`src/rtl/keypad_pkg.sv`:
```
// Shared types and helpers for the keypad key-code source: state encoding,
// row/column helpers and the matrix-position to key-code map.
package keypad_pkg;

  typedef enum logic [1:0] {
    SCAN     = 2'd0,
    DEBOUNCE = 2'd1,
    HELD     = 2'd2,
    AUTO     = 2'd3
  } state_t;

  localparam logic [3:0] KEY_RESET_CODE = 4'hF;

  function automatic logic [3:0] keymap(input logic [3:0] idx);
    logic [3:0] code;
    case (idx)
      4'd0:    code = 4'hF;
      4'd1:    code = 4'hE;
      4'd2:    code = 4'hD;
      4'd3:    code = 4'hC;
      4'd4:    code = 4'hB;
      4'd5:    code = 4'h3;
      4'd6:    code = 4'h6;
      4'd7:    code = 4'h9;
      4'd8:    code = 4'hA;
      4'd9:    code = 4'h2;
      4'd10:   code = 4'h5;
      4'd11:   code = 4'h8;
      4'd12:   code = 4'h0;
      4'd13:   code = 4'h1;
      4'd14:   code = 4'h4;
      default: code = 4'h7;
    endcase
    return code;
  endfunction

  function automatic logic [3:0] row_drive(input logic [1:0] r);
    return ~(4'b0001 << r);
  endfunction

  // Lowest-numbered low column wins when several keys share a row.
  function automatic logic [1:0] low_col(input logic [3:0] col);
    logic [1:0] c;
    if (!col[0])      c = 2'd0;
    else if (!col[1]) c = 2'd1;
    else if (!col[2]) c = 2'd2;
    else              c = 2'd3;
    return c;
  endfunction

endpackage

```
`src/rtl/keypad_scan_ctrl_if.sv`:
```
// Keypad matrix, autokey generator and key-output signals of the scan controller.
interface keypad_scan_ctrl_if;
  logic       auto_en;
  logic [3:0] auto_code;
  logic       auto_step;
  logic [3:0] row;
  logic [3:0] col;
  logic [3:0] key_code;
  logic       key_valid;
  logic       key_held;

  modport master (
    input  auto_en, auto_code, col,
    output auto_step, row, key_code, key_valid, key_held
  );

  modport slave (
    output auto_en, auto_code, col,
    input  auto_step, row, key_code, key_valid, key_held
  );
endinterface

```
`src/rtl/keypad_scan_ctrl_tick_div.sv`:
```
// Free-running scan tick divider: one-clk tick every CLK_DIV clocks.
module scan_tick_div #(
  parameter int CLK_DIV = 50000
) (
  input  logic clk,
  input  logic rst_n,
  output logic tick
);

  localparam int CW = (CLK_DIV > 2) ? $clog2(CLK_DIV) : 1;
  localparam logic [CW-1:0] LAST = CW'(CLK_DIV - 1);

  logic [CW-1:0] cnt;

  always_ff @(posedge clk or negedge rst_n) begin
    if (!rst_n)           cnt <= '0;
    else if (cnt == LAST) cnt <= '0;
    else                  cnt <= cnt + CW'(1);
  end

  assign tick = (cnt == LAST);

endmodule

```
`src/rtl/keypad_scan_ctrl.sv`:
```
// Keypad key-code source: scans and debounces a 4x4 active-low matrix, or
// steps the external autokey generator, and emits one key_valid per key.
//
// state    | meaning
// SCAN     | walking rows, looking for a low column on each tick
// DEBOUNCE | row frozen, counting ticks with the same key index
// HELD     | key accepted, waiting for DEB_CNT idle ticks
// AUTO     | rows idle, stepping the autokey generator once per tick
module keypad_scan_ctrl
  import keypad_pkg::*;
#(
  parameter int CLK_DIV = 50000,
  parameter int DEB_CNT = 4
) (
  input  logic                clk,
  input  logic                rst_n,
  keypad_scan_ctrl_if.master  kp
);

  localparam int DW = (DEB_CNT > 1) ? $clog2(DEB_CNT + 1) : 1;
  localparam logic [DW-1:0] DEB_LAST = DW'(DEB_CNT - 1);

  logic          tick;
  logic [3:0]    col_s1, col_s2;
  state_t        state, state_nxt;
  logic [1:0]    r, r_nxt;
  logic [3:0]    idx_q, idx_nxt;
  logic [DW-1:0] deb, deb_nxt;
  logic [DW-1:0] rel, rel_nxt;
  logic [3:0]    code_q, code_nxt;
  logic          valid_q, valid_nxt;
  logic          held_q, held_nxt;
  logic          step_q, step_nxt;
  logic          samp_q;
  logic          key_any;
  logic [3:0]    cur_idx;

  scan_tick_div #(.CLK_DIV(CLK_DIV)) u_div (
    .clk   (clk),
    .rst_n (rst_n),
    .tick  (tick)
  );

  always_ff @(posedge clk or negedge rst_n) begin
    if (!rst_n) begin
      col_s1 <= 4'hF;
      col_s2 <= 4'hF;
    end else begin
      col_s1 <= kp.col;
      col_s2 <= col_s1;
    end
  end

  assign key_any = (col_s2 != 4'hF);
  assign cur_idx = {r, low_col(col_s2)};

  always_ff @(posedge clk or negedge rst_n) begin
    if (!rst_n) begin
      state   <= SCAN;
      r       <= 2'd0;
      idx_q   <= 4'd0;
      deb     <= '0;
      rel     <= '0;
      code_q  <= KEY_RESET_CODE;
      valid_q <= 1'b0;
      held_q  <= 1'b0;
      step_q  <= 1'b0;
      samp_q  <= 1'b0;
    end else begin
      state   <= state_nxt;
      r       <= r_nxt;
      idx_q   <= idx_nxt;
      deb     <= deb_nxt;
      rel     <= rel_nxt;
      code_q  <= code_nxt;
      valid_q <= valid_nxt;
      held_q  <= held_nxt;
      step_q  <= step_nxt;
      samp_q  <= step_q;
    end
  end

  always_comb begin
    state_nxt = state;
    r_nxt     = r;
    idx_nxt   = idx_q;
    deb_nxt   = deb;
    rel_nxt   = rel;
    code_nxt  = code_q;
    valid_nxt = 1'b0;
    held_nxt  = held_q;
    step_nxt  = 1'b0;

    // Generator output is valid one clk after the step pulse.
    if (samp_q) begin
      code_nxt  = kp.auto_code;
      valid_nxt = 1'b1;
    end

    case (state)
      SCAN: begin
        if (tick) begin
          if (kp.auto_en) begin
            state_nxt = AUTO;
          end else if (key_any) begin
            idx_nxt = cur_idx;
            if (DEB_CNT == 1) begin
              code_nxt  = keymap(cur_idx);
              valid_nxt = 1'b1;
              held_nxt  = 1'b1;
              deb_nxt   = '0;
              state_nxt = HELD;
            end else begin
              deb_nxt   = DW'(1);
              state_nxt = DEBOUNCE;
            end
          end else begin
            r_nxt = r + 2'd1;
          end
        end
      end

      DEBOUNCE: begin
        if (tick) begin
          if (key_any && (cur_idx == idx_q)) begin
            if (deb == DEB_LAST) begin
              code_nxt  = keymap(idx_q);
              valid_nxt = 1'b1;
              held_nxt  = 1'b1;
              deb_nxt   = '0;
              state_nxt = HELD;
            end else begin
              deb_nxt = deb + DW'(1);
            end
          end else begin
            deb_nxt   = '0;
            state_nxt = SCAN;
          end
        end
      end

      HELD: begin
        if (tick) begin
          if (!key_any) begin
            if (rel == DEB_LAST) begin
              held_nxt  = 1'b0;
              rel_nxt   = '0;
              r_nxt     = r + 2'd1;
              state_nxt = SCAN;
            end else begin
              rel_nxt = rel + DW'(1);
            end
          end else begin
            rel_nxt = '0;
          end
        end
      end

      AUTO: begin
        if (tick) begin
          if (!kp.auto_en) begin
            r_nxt     = 2'd0;
            state_nxt = SCAN;
          end else begin
            step_nxt = 1'b1;
          end
        end
      end

      default: state_nxt = SCAN;
    endcase
  end

  assign kp.row       = (state == AUTO) ? 4'hF : row_drive(r);
  assign kp.key_code  = code_q;
  assign kp.key_valid = valid_q;
  assign kp.key_held  = held_q;
  assign kp.auto_step = step_q;

endmodule
```
`src/flat_wrapper.sv`:
```
// flat-port wrapper written by rule: the top's interface ports become plain ports
module keypad_scan_ctrl_flat import keypad_pkg::*;
#(
  parameter int CLK_DIV = 50000,
  parameter int DEB_CNT = 4
)
  (clk, rst_n, kp_auto_en, kp_auto_code, kp_col, kp_auto_step, kp_row, kp_key_code, kp_key_valid, kp_key_held);
  keypad_scan_ctrl_if kp_i ();
  input  logic clk;
  input  logic rst_n;
  input wire logic [$bits(kp_i.auto_en)-1:0] kp_auto_en;
  input wire logic [$bits(kp_i.auto_code)-1:0] kp_auto_code;
  input wire logic [$bits(kp_i.col)-1:0] kp_col;
  output wire logic [$bits(kp_i.auto_step)-1:0] kp_auto_step;
  output wire logic [$bits(kp_i.row)-1:0] kp_row;
  output wire logic [$bits(kp_i.key_code)-1:0] kp_key_code;
  output wire logic [$bits(kp_i.key_valid)-1:0] kp_key_valid;
  output wire logic [$bits(kp_i.key_held)-1:0] kp_key_held;
  assign kp_i.auto_en = kp_auto_en;
  assign kp_i.auto_code = kp_auto_code;
  assign kp_i.col = kp_col;
  assign kp_auto_step = kp_i.auto_step;
  assign kp_row = kp_i.row;
  assign kp_key_code = kp_i.key_code;
  assign kp_key_valid = kp_i.key_valid;
  assign kp_key_held = kp_i.key_held;
  keypad_scan_ctrl #(.CLK_DIV(CLK_DIV), .DEB_CNT(DEB_CNT)) u_core (.clk(clk), .rst_n(rst_n), .kp(kp_i));
endmodule
```
`config.mk`:
```
export PLATFORM = sky130hd
export DESIGN_NAME = keypad_scan_ctrl_flat
export DESIGN_NICKNAME = d
export VERILOG_FILES = /design/src/rtl/keypad_pkg.sv /design/src/rtl/keypad_scan_ctrl_if.sv /design/src/rtl/keypad_scan_ctrl_tick_div.sv /design/src/rtl/keypad_scan_ctrl.sv /design/src/flat_wrapper.sv
export SDC_FILE = /design/constraint.sdc
export NUM_CORES = 1
export LEC_CHECK = 0
export ABC_AREA = 1
export CAP_MARGIN = 25
export CORE_ASPECT_RATIO = 0.9
export CORE_MARGIN = 2
export CORE_UTILIZATION = 52
export CTS_CLUSTER_SIZE = 30
export DETAILED_ROUTE_END_ITERATION = 8
export GPL_TIMING_DRIVEN = 1
export PLACE_DENSITY = 0.8
export SLEW_MARGIN = 40
export SYNTH_ARGS = -nofsm -noshare
export SYNTH_HDL_FRONTEND = slang
export SYNTH_SLANG_ARGS = --single-unit
```
`constraint.sdc`:
```
create_clock -name clk -period 1.4 [get_ports clk]
set_input_delay 0.14 -clock clk [delete_from_list [all_inputs] [get_ports clk]]
set_output_delay 0.14 -clock clk [all_outputs]
set_load 0.02 [all_outputs]
```
; ---- Yosys cells after proc, flatten, opt, wreduce, memory -nomap -nowiden
; Memories as Yosys holds them, arrays and structs flattened.
; Cells that the tools add are included.
[word_totals]
register_bits = 46
romBits = 64
in_bits = 11
out_inout_bits = 11
elab_cells = 107
memories = 1
[memory_table]
columns = memory, depth, word_bits, read_ports, rd_ports_with_merged_regs, wr, line_no
row1 = (no name shown), 16, 4, 1, 0, 0, keypad_pkg.sv:16  ; case (idx)
[classes]
add_sub_neg = 4
n_eq_ne = 22
shifts = 1
muxes = 53
bitwise = 2
n_reduce_logical = 11
[op_table]
columns = cell, n
row1 = $mux W2, 19
row2 = $mux W3, 8
row3 = $mux W4, 6
row4 = $reduce_and A9 Y1, 2
row5 = $add A16 B1 Y16 const B, 1
row6 = $eq A16 B16 Y1 const B, 1
row7 = $mux W16, 1
row8 = $ne A2 B1 Y1 const B, 8
row9 = $mux W1, 15
row10 = $ne A2 B2 Y1 const B, 4
row11 = $pmux W2 S4, 1
row12 = $reduce_and A7 Y1, 1
row13 = $add A3 B1 Y3 const B, 2
row14 = $eq A3 B2 Y1 const B, 2
row15 = $pmux W2 S3, 1
row16 = $pmux W3 S2, 1
row17 = $reduce_and A5 Y1, 1
row18 = $eq A2 B2 Y1 const B, 2
row19 = $eq A4 B4 Y1, 1
row20 = $ne A4 B4 Y1 const B, 1
row21 = $not A4 Y4, 1
row22 = $reduce_and A4 Y1, 1
row23 = $reduce_bool A2 Y1, 2
row24 = $shl A1 B2 Y4 const A, 1
row25 = other kinds (10), 10

; ---- Longest topological paths before layout
; Gate-level depths: netlist (run 1).
[depth]
depth_word = 8
depth_mapped = 13
ltp_nobuf = 13

; ---- Cells and area by module
; From an unflattened synthesis (run 1), not the netlist that was laid out.
[unflattened]
cells_unflattened = 334
hier_area_um2 = 2595.0
[modules_own_cells]
columns = module, instances, cells_per_inst, area_each_um2, seq_area_each_um2
row1 = keypad_scan_ctrl, 1, 214, 1705.4, 765.7
row2 = scan_tick_div, 1, 120, 889.6, 400.4

; ---- Worst setup path before layout (run 1)
; OpenSTA, ideal clock, no wires.
[synth_path]
path_type = flip-flop to flip-flop
startpoint = register u_core.u_div.cnt[0]
endpoint = register u_core.state[0]
setup_time_ns = 0.123
arrival_time_ns = 1.344
required_time_ns = 1.277
slack_ns = -0.068
stages_incl_launch_ff = 13
n_path_buf = 0
period_less_slack_ns = 1.468
path_cell_list = dfrtp_1 > ha_1 > nand2_1 > nor2_4 > inv_2 > nor2_1 > nand2_2 > clkinv_4 > nand2_4 > nor2_4 > nand2_2 > nand2_1 > o21ai_1
[synth_via]
elab_chain_len = 3
elab_cells_between_ends = 6
classes_between = 5 x eq/ne / 1 x reduce/logical
[synth_rtl]
columns = element, line_no
row1 = "start, declared", keypad_scan_ctrl_tick_div.sv:13  ; logic [CW-1:0] cnt;
row2 = "start signal, assigned", keypad_scan_ctrl_tick_div.sv:18  ; else cnt <= cnt + CW'(1);
row3 = $eq A16 B16 Y1 *, keypad_scan_ctrl_tick_div.sv:21  ; assign tick = (cnt == LAST);
row4 = $ne A2 B1 Y1 (no source line), -
row5 = $reduce_and A9 Y1 (no source line) *, -
row6 = "end signal, assigned", keypad_scan_ctrl.sv:70  ; state <= state_nxt;
row7 = "end, declared", keypad_scan_ctrl.sv:25  ; state_t state, state_nxt;
; Every way passes the cells marked *; elsewhere a longest branch is shown, timed or not.
; A chain may end at the register's enable or synchronous reset.

; ---- Final worst setup path (run 1)
[layout_path]
startpoint = register u_core.u_div.cnt[0]
endpoint = register u_core.r[1]
[layout_via]
elab_chain_len = 3
elab_cells_between_ends = 5
classes_between = 4 x eq/ne / 1 x reduce/logical
[layout_rtl]
columns = element, line_no
row1 = $eq A16 B16 Y1 *, keypad_scan_ctrl_tick_div.sv:21
row2 = $ne A2 B1 Y1 (no source line), -
row3 = $reduce_and A9 Y1 (no source line) *, -
row4 = "end signal, assigned", keypad_scan_ctrl.sv:71  ; r <= r_nxt;
row5 = "end, declared", keypad_scan_ctrl.sv:26  ; logic [1:0] r, r_nxt;
; Marks and branches as above.

==> reports/metrics.cfg, run 1 <==
[routing]
drc = 0
viasPerCell = 5.18
post_drt_wl_per_cell_um = 14.2
vias = 2440
dr.pass1.iters = 4
wirelength_um = 6700
ant_nets = 0
drt_iter0_markers = 217

[global_route]
overflow = 0
first_global_vias = 2206
grt_pass1_wl_um = 9580
track_usage_pct = 21.8
grt_max_degree = 47
antenna_found_initial = 0

[sta]
fin_crit_ns = 1.66
setup_violations = 36
worst_slack_ns = -0.265
slew_viol_final = 0
max_freq_mhz = 601
rsz0062_at_grt = true
skew_ns = 0.00829
relSlewSlack_pct = 81.3
fin_crit_sh_pct = 119
hold_violations = 0
worst_pin_slew_ns = 0.280

[worst_setup_path]
slowest_delay_ns = 0.37
r2r_slack_ns = -0.26
cpMostUsedCell = nor2_4
critPathTopFamily = simple AND/OR/NAND/NOR gates
worstPathMaxFanout = 5
path_class = register to register
cp.arrival_ns = 1.91
critPathBufInv = 2
path_cells = ha_2, nand2_2, nor2_4, inv_2, nor2_4, nand2_4, o21ai_4, buf_4, nand4_1, nand2_1
start_kind = register
critical_path.slowest_cell = dfrtp_1
required_ns = 1.64
endpoint_kind = register

[placed_design]
dp_cells = 447
hpwl_um = 4130
gp_congestion = 0.929
numPortBuffers = 21

[clock_network]
path_clk_slew_ns = 0.09
htree_num_levels = 2
cts_tree = yes
cts_inserted_buffers = 5
cts_max_path_buffers = 2
insertion_delay_ns = 0.30
root_buffer = clkbuf_8
clock_sinks = 46

[power_and_ir_drop]
power_density_mw_per_mm2 = 718
p_seq_share_pct = 50.9
leakagePower_nw = 1.87
p_int_mw = 2.12
combPwrFrac_pct = 4.6
p_switching_mw = 0.542
power_mw = 2.66
clock_power_share_pct = 44.4
swShare_pct = 20.3
ir_worst_vdd_v = 0.000676

[synth]
synth_area_leader_cell = dfrtp_1
ys_types = 34
synth_edf_count = 0
synth_top_area_share_pct = 33.3
synth_commonest_cells = nand2_1, inv_1, nor2_1, dfrtp_1, o21ai_0
synth_nets = 335
synth_area_mm2 = 0.00255
synth_seq_cells = 46
syn_avg_cell_area_um2 = 8.15
yosysMostFrequentCell = nand2_1
synth_ff_type = dfrtp_1
ys_warn_count = 0
netlist_instances = 313
synth_area_leaders = dfrtp_1, dfstp_2, nand2_1, inv_1, ha_1
synth-seq-area-share_pct = 45.7
ys_async_sr_fraction_pct = 100

[finish]
nets = 427
synthToLayoutAreaGrowth_pct = 45.5
diodes = 0
drive_above_1_share_pct = 41.1
fin_util_pct = 77.7
final_cells = 471

[floorplanning]
fp-row-count = 24
num_io_pins = 22
initial_core_util_pct = 53.4
die_area_mm2 = 0.00548
dieHeight_um = 70.5
die_w_um = 77.8
core_area_mm2 = 0.00477

[run_status]
violations = setup timing
outcome = complete, but fails checks

[hold_path]
hp-class = input port to register

[run]
maxCapViolCount = 0

[final cells by class]
type,count,area (um^2)
Multi-Input combinational cell,216,1390
Sequential cell,46,1170
Fill cell,297,1060
Timing Repair Buffer,86,738
Inverter,50,198
Tap cell,65,81.3
Clock buffer,5,68.8
Clock inverter,3,68.8
[state kept, by name (all words and copies together), names as in the netlist]
name	cells
u_core.u_div.cnt	16
u_core.col_s1	4
u_core.col_s2	4
u_core.idx_q	4
u_core.kp.key_code	4
u_core.deb	3
u_core.rel	3
u_core.r	2
u_core.state	2
u_core.kp.auto_step	1
u_core.kp.key_held	1
u_core.kp.key_valid	1
u_core.samp_q	1
[cell families after synthesis]
| group | count (synthesis) | synth area share [%] |
|---|---|---|
| AO/OA/AOI/OAI | 39 | 9.17 |
| XOR/XNOR | 6 | 2.06 |
| adder cells (fa/ha/maj) | 11 | 5.39 |
| buffers and inverters | 51 | 7.80 |
| flip-flops | 46 | 45.7 |
| multiplexers | 2 | 0.785 |
| AND/OR/NAND/NOR | 158 | 29.1 |
[metrics by stage]
step,setup WS [ns],hold WS (ns),setup TNS (ns),instance area (um^2)
after floorplan,-0.0675,-0.156,-0.514,2570
after global placement,-0.144,0.136,-2.16,3240
after detailed placement,-0.189,0.137,-3.47,3240
after CTS,-0.173,0.235,-2.60,3470
after global routing,-0.388,0.232,-9.03,3710
final,-0.265,0.236,-5.14,3710
[power groups by stage]
stage               logic, mW  registers [mW]  clock network [mW]
floorplan              0.0225            1.38                   0
global placement        0.106            1.38                   0
detailed placement      0.108            1.38                   0
CTS                     0.117            1.36                1.18
global route            0.135            1.36                1.26
finish                  0.124            1.36                1.18
[cell usage in the layout, fill, tap and decap left out, types with 5 or more instances in the layout]
cell type | Yosys | routed
dfstp_2 | 12 | 12
inv_1 | 41 | 35
nand3_2 | 4 | 5
xor2_1 | 5 | 5
clkbuf_8 | 0 | 5
a21oi_1 | 6 | 5
nand3_1 | 13 | 10
dlygate4sd2_1 | 0 | 5
buf_6 | 0 | 11
nand2_1 | 75 | 59
nor2_4 | 4 | 7
nor2_2 | 3 | 7
o21ai_0 | 16 | 11
nand4_1 | 8 | 8
ha_1 | 11 | 7
o21ai_1 | 8 | 8
inv_2 | 7 | 12
nand2_2 | 6 | 19
dfrtp_1 | 34 | 33
o21ai_2 | 2 | 6
nor2_1 | 35 | 28
clkdlybuf4s50_1 | 0 | 9
buf_4 | 0 | 56
[routing by layer]
layer  share of wire (%)  up-vias  track usage (%)
met5                   0        -                0
met4                 3.1        0             4.76
met3                 6.3       24             3.75
met2                  48       87             36.1
met1                  43     1152             30.0
li1                    -     1177                -
[path summary, 6_finish.rpt]
check                                         startpoint                       endpoint  depth (start not counted)
min                                            kp_col[3]     u_core.col_s1[3]$_DFF_PN1_                          1
max                        u_core.u_div.cnt[0]$_DFF_PN0_        u_core.r[1]$_DFFE_PN0P_                         10
min reg2reg                   u_core.col_s1[3]$_DFF_PN1_     u_core.col_s2[3]$_DFF_PN1_                          0
max in group asynchronous                          rst_n     u_core.col_s2[1]$_DFF_PN1_                          3
min in group asynchronous                          rst_n  u_core.u_div.cnt[5]$_DFF_PN0_                          3
max reg2reg                u_core.u_div.cnt[0]$_DFF_PN0_        u_core.r[1]$_DFFE_PN0P_                         10
[what timing repair did]
item | 4_1_cts | 5_1_grt
pin swaps | 14 | 22
setup buffers | 9 | 8
resized for setup | 42 | 55
endpoints found under the setup margin | 38 | 42
endpoints found under the hold margin | 34 | 0
hold buffers | 1 | 0
No activity file was read; power rests on OpenSTA's default activity.
==> inputs of run 2 (changes only) <==
GPL_TIMING_DRIVEN = 0   (was 1)
==> reports/metrics.cfg, run 2 (synthesis gave the netlist of run 1 again) <==
[finish]
largest_reg_flops = 16
mostFrequentLayoutCell = nand2_1
finalInstanceArea_mm2 = 0.00357
fin_util_pct = 74.8
nets = 393
drive_above_1_share_pct = 40.9
largest-register = u_core.u_div.cnt
fill_cells = 283
synthToLayoutAreaGrowth_pct = 40.0
diodes = 0
regArea_mm2 = 0.00117
mostFrequentLayoutCells = nand2_1, inv_1, dfrtp_1
multi_input_area_mm2 = 0.00152

[power_and_ir_drop]
ir_worst_vdd_v = 0.000502
p_seq_share_pct = 55.4
clock_power_share_pct = 39.7
combPwrFrac_pct = 4.9
swShare_pct = 21.2
power_density_mw_per_mm2 = 685
leakagePower_nw = 1.72
p_switching_mw = 0.519
p_int_mw = 1.93

[global_route]
grt_pass1_wl_um = 9810
use_met1_pct = 29.5
track_usage_pct = 22.2
antenna_found_initial = 0
grt_max_degree = 29
grtUsageMet3_pct = 3.75
first_global_vias = 2201
use_met2_pct = 36.2
overflow = 0
busiest_layer = met2

[floorplanning]
initial_core_util_pct = 53.4
fp-row-count = 24
dieHeight_um = 70.5
die_area_mm2 = 0.00548
die_w_um = 77.8
core_area_mm2 = 0.00477
num_io_pins = 22

[clock_network]
htree_num_levels = 2
path_clk_slew_ns = 0.09
cts_max_path_buffers = 2
cts_tree = yes
insertion_delay_ns = 0.30
root_buffer = clkbuf_8
cts_inserted_buffers = 5
clock_sinks = 46

[worst_setup_path]
r2r_end = u_core.state[1]$_DFFE_PN0P_
required_ns = 1.60
cp.arrival_ns = 1.94
path_class = register to register
start_kind = register
endpoint_kind = register
rr_startpoint = u_core.u_div.cnt[4]$_DFF_PN0_
startpoint = u_core.u_div.cnt[4]$_DFF_PN0_
r2r_cells = 10
worstPathMaxFanout = 5
r2r_slack_ns = -0.35

[sta]
relSlewSlack_pct = 75.4
fin_crit_sh_pct = 125
slew_viol_final = 0
setup_violations = 34
hold_violations = 0
worst_pin_slew_ns = 0.368
max_freq_mhz = 573
rsz0062_at_grt = true
fin_crit_ns = 1.75
worst_slack_ns = -0.345
fin_hold_ws_ns = 0.242
skew_ns = 0.00701

[placed_design]
place_area_mm2 = 0.00288
numPortBuffers = 21
gp_congestion = 0.879
hpwl_um = 3710

[routing]
viasPerCell = 5.59
dr.pass1.iters = 5
vias = 2444
drt_iter0_markers = 192
post_drt_wl_per_cell_um = 15.9
ant_nets = 0
drc = 0
wirelength_um = 6960

[run]
maxCapViolCount = 0

[run_status]
violations = setup timing
outcome = complete, but fails checks

[hold_path]
hp-class = input port to asynchronous set/reset pin

run 2: cell types whose count changed in the layout (fill, tap and decap cells not counted), moves of 3 or more:
cell	delta
nor2_4	+4
nand2_2	-4
o21ai_1	+3
nand2_4	+4
nor2_1	-8
nor2_2	+4
dfrtp_1	-4
o21ai_0	-3
nand3_4	+3
dfrtp_2	+4
buf_4	-35
run 2: per-stage QoR:
step | TNS (ns) | worst slack, ns | power [mW] | std cells
global placement | -46.01 | -1.03 | 1.46 | 399
global route | -8.85 | -0.409 | 2.54 | 437
floorplan | -0.514 | -0.0675 | 1.40 | 313
CTS | -2.70 | -0.208 | 2.45 | 432
finish | -5.96 | -0.345 | 2.45 | 437
detailed placement | -5.12 | -0.288 | 1.47 | 400
run 2: cell type report:
class                           count  area share (%)
Sequential cell                    46            32.8
Multi-Input combinational cell    216            42.5
Clock buffer                        5            1.93
Buffer                              1           0.140
Timing Repair Buffer               51            13.4
Inverter                           50            5.75
Clock inverter                      3            1.12
Tap cell                           65            2.28
run 2: worst max-delay path by stage:
stage	slack, ns	cells after the start	to
2_1_floorplan	-0.07	10	u_core.u_div.cnt[12]$_DFF_PN0_
3_3_place_gp	-1.03	1	u_core.kp.auto_step$_DFF_PN0_
3_5_place_dp	-0.29	10	u_core.u_div.cnt[12]$_DFF_PN0_
4_1_cts	-0.21	11	u_core.state[1]$_DFFE_PN0P_
5_1_grt	-0.41	10	u_core.kp.key_code[1]$_DFF_PN1_
6_report	-0.35	10	u_core.state[1]$_DFFE_PN0P_
run 2: power by group through the flow:
stage | clock network (mW) | registers, mW | logic, mW
after floorplan | 0 | 1.38 | 0.0225
after global placement | 0 | 1.38 | 0.0827
after detailed placement | 0 | 1.38 | 0.0901
after CTS | 0.981 | 1.36 | 0.114
after global routing | 1.05 | 1.36 | 0.131
final | 0.973 | 1.36 | 0.119
run 2: what timing repair did:
| action | 4_1_cts | 5_1_grt |
|---|---|---|
| endpoints found under the hold margin | 42 | 0 |
| pin swaps | 23 | 26 |
| gates resized for setup | 55 | 79 |
| setup endpoints to repair | 37 | 39 |
| hold buffers | 1 | 0 |
| setup buffers | 24 | 7 |
run 2: routing by layer:
layer	share of wire [%]	routed length, um
met5	0	0
met4	4.0	280
met3	6.8	471
met2	50	3490
met1	39	2720
run 2: worst max-delay path, stage by stage (launching register included):
cell	delay, ns
dfrtp_2	0.48
nor2_1	0.16
nand3_1	0.19
nor2_2	0.20
nand2_4	0.11
clkinv_4	0.09
nand2_4	0.05
nor2_4	0.10
nand3b_1	0.12
nand2_1	0.10
inv_1	0.05
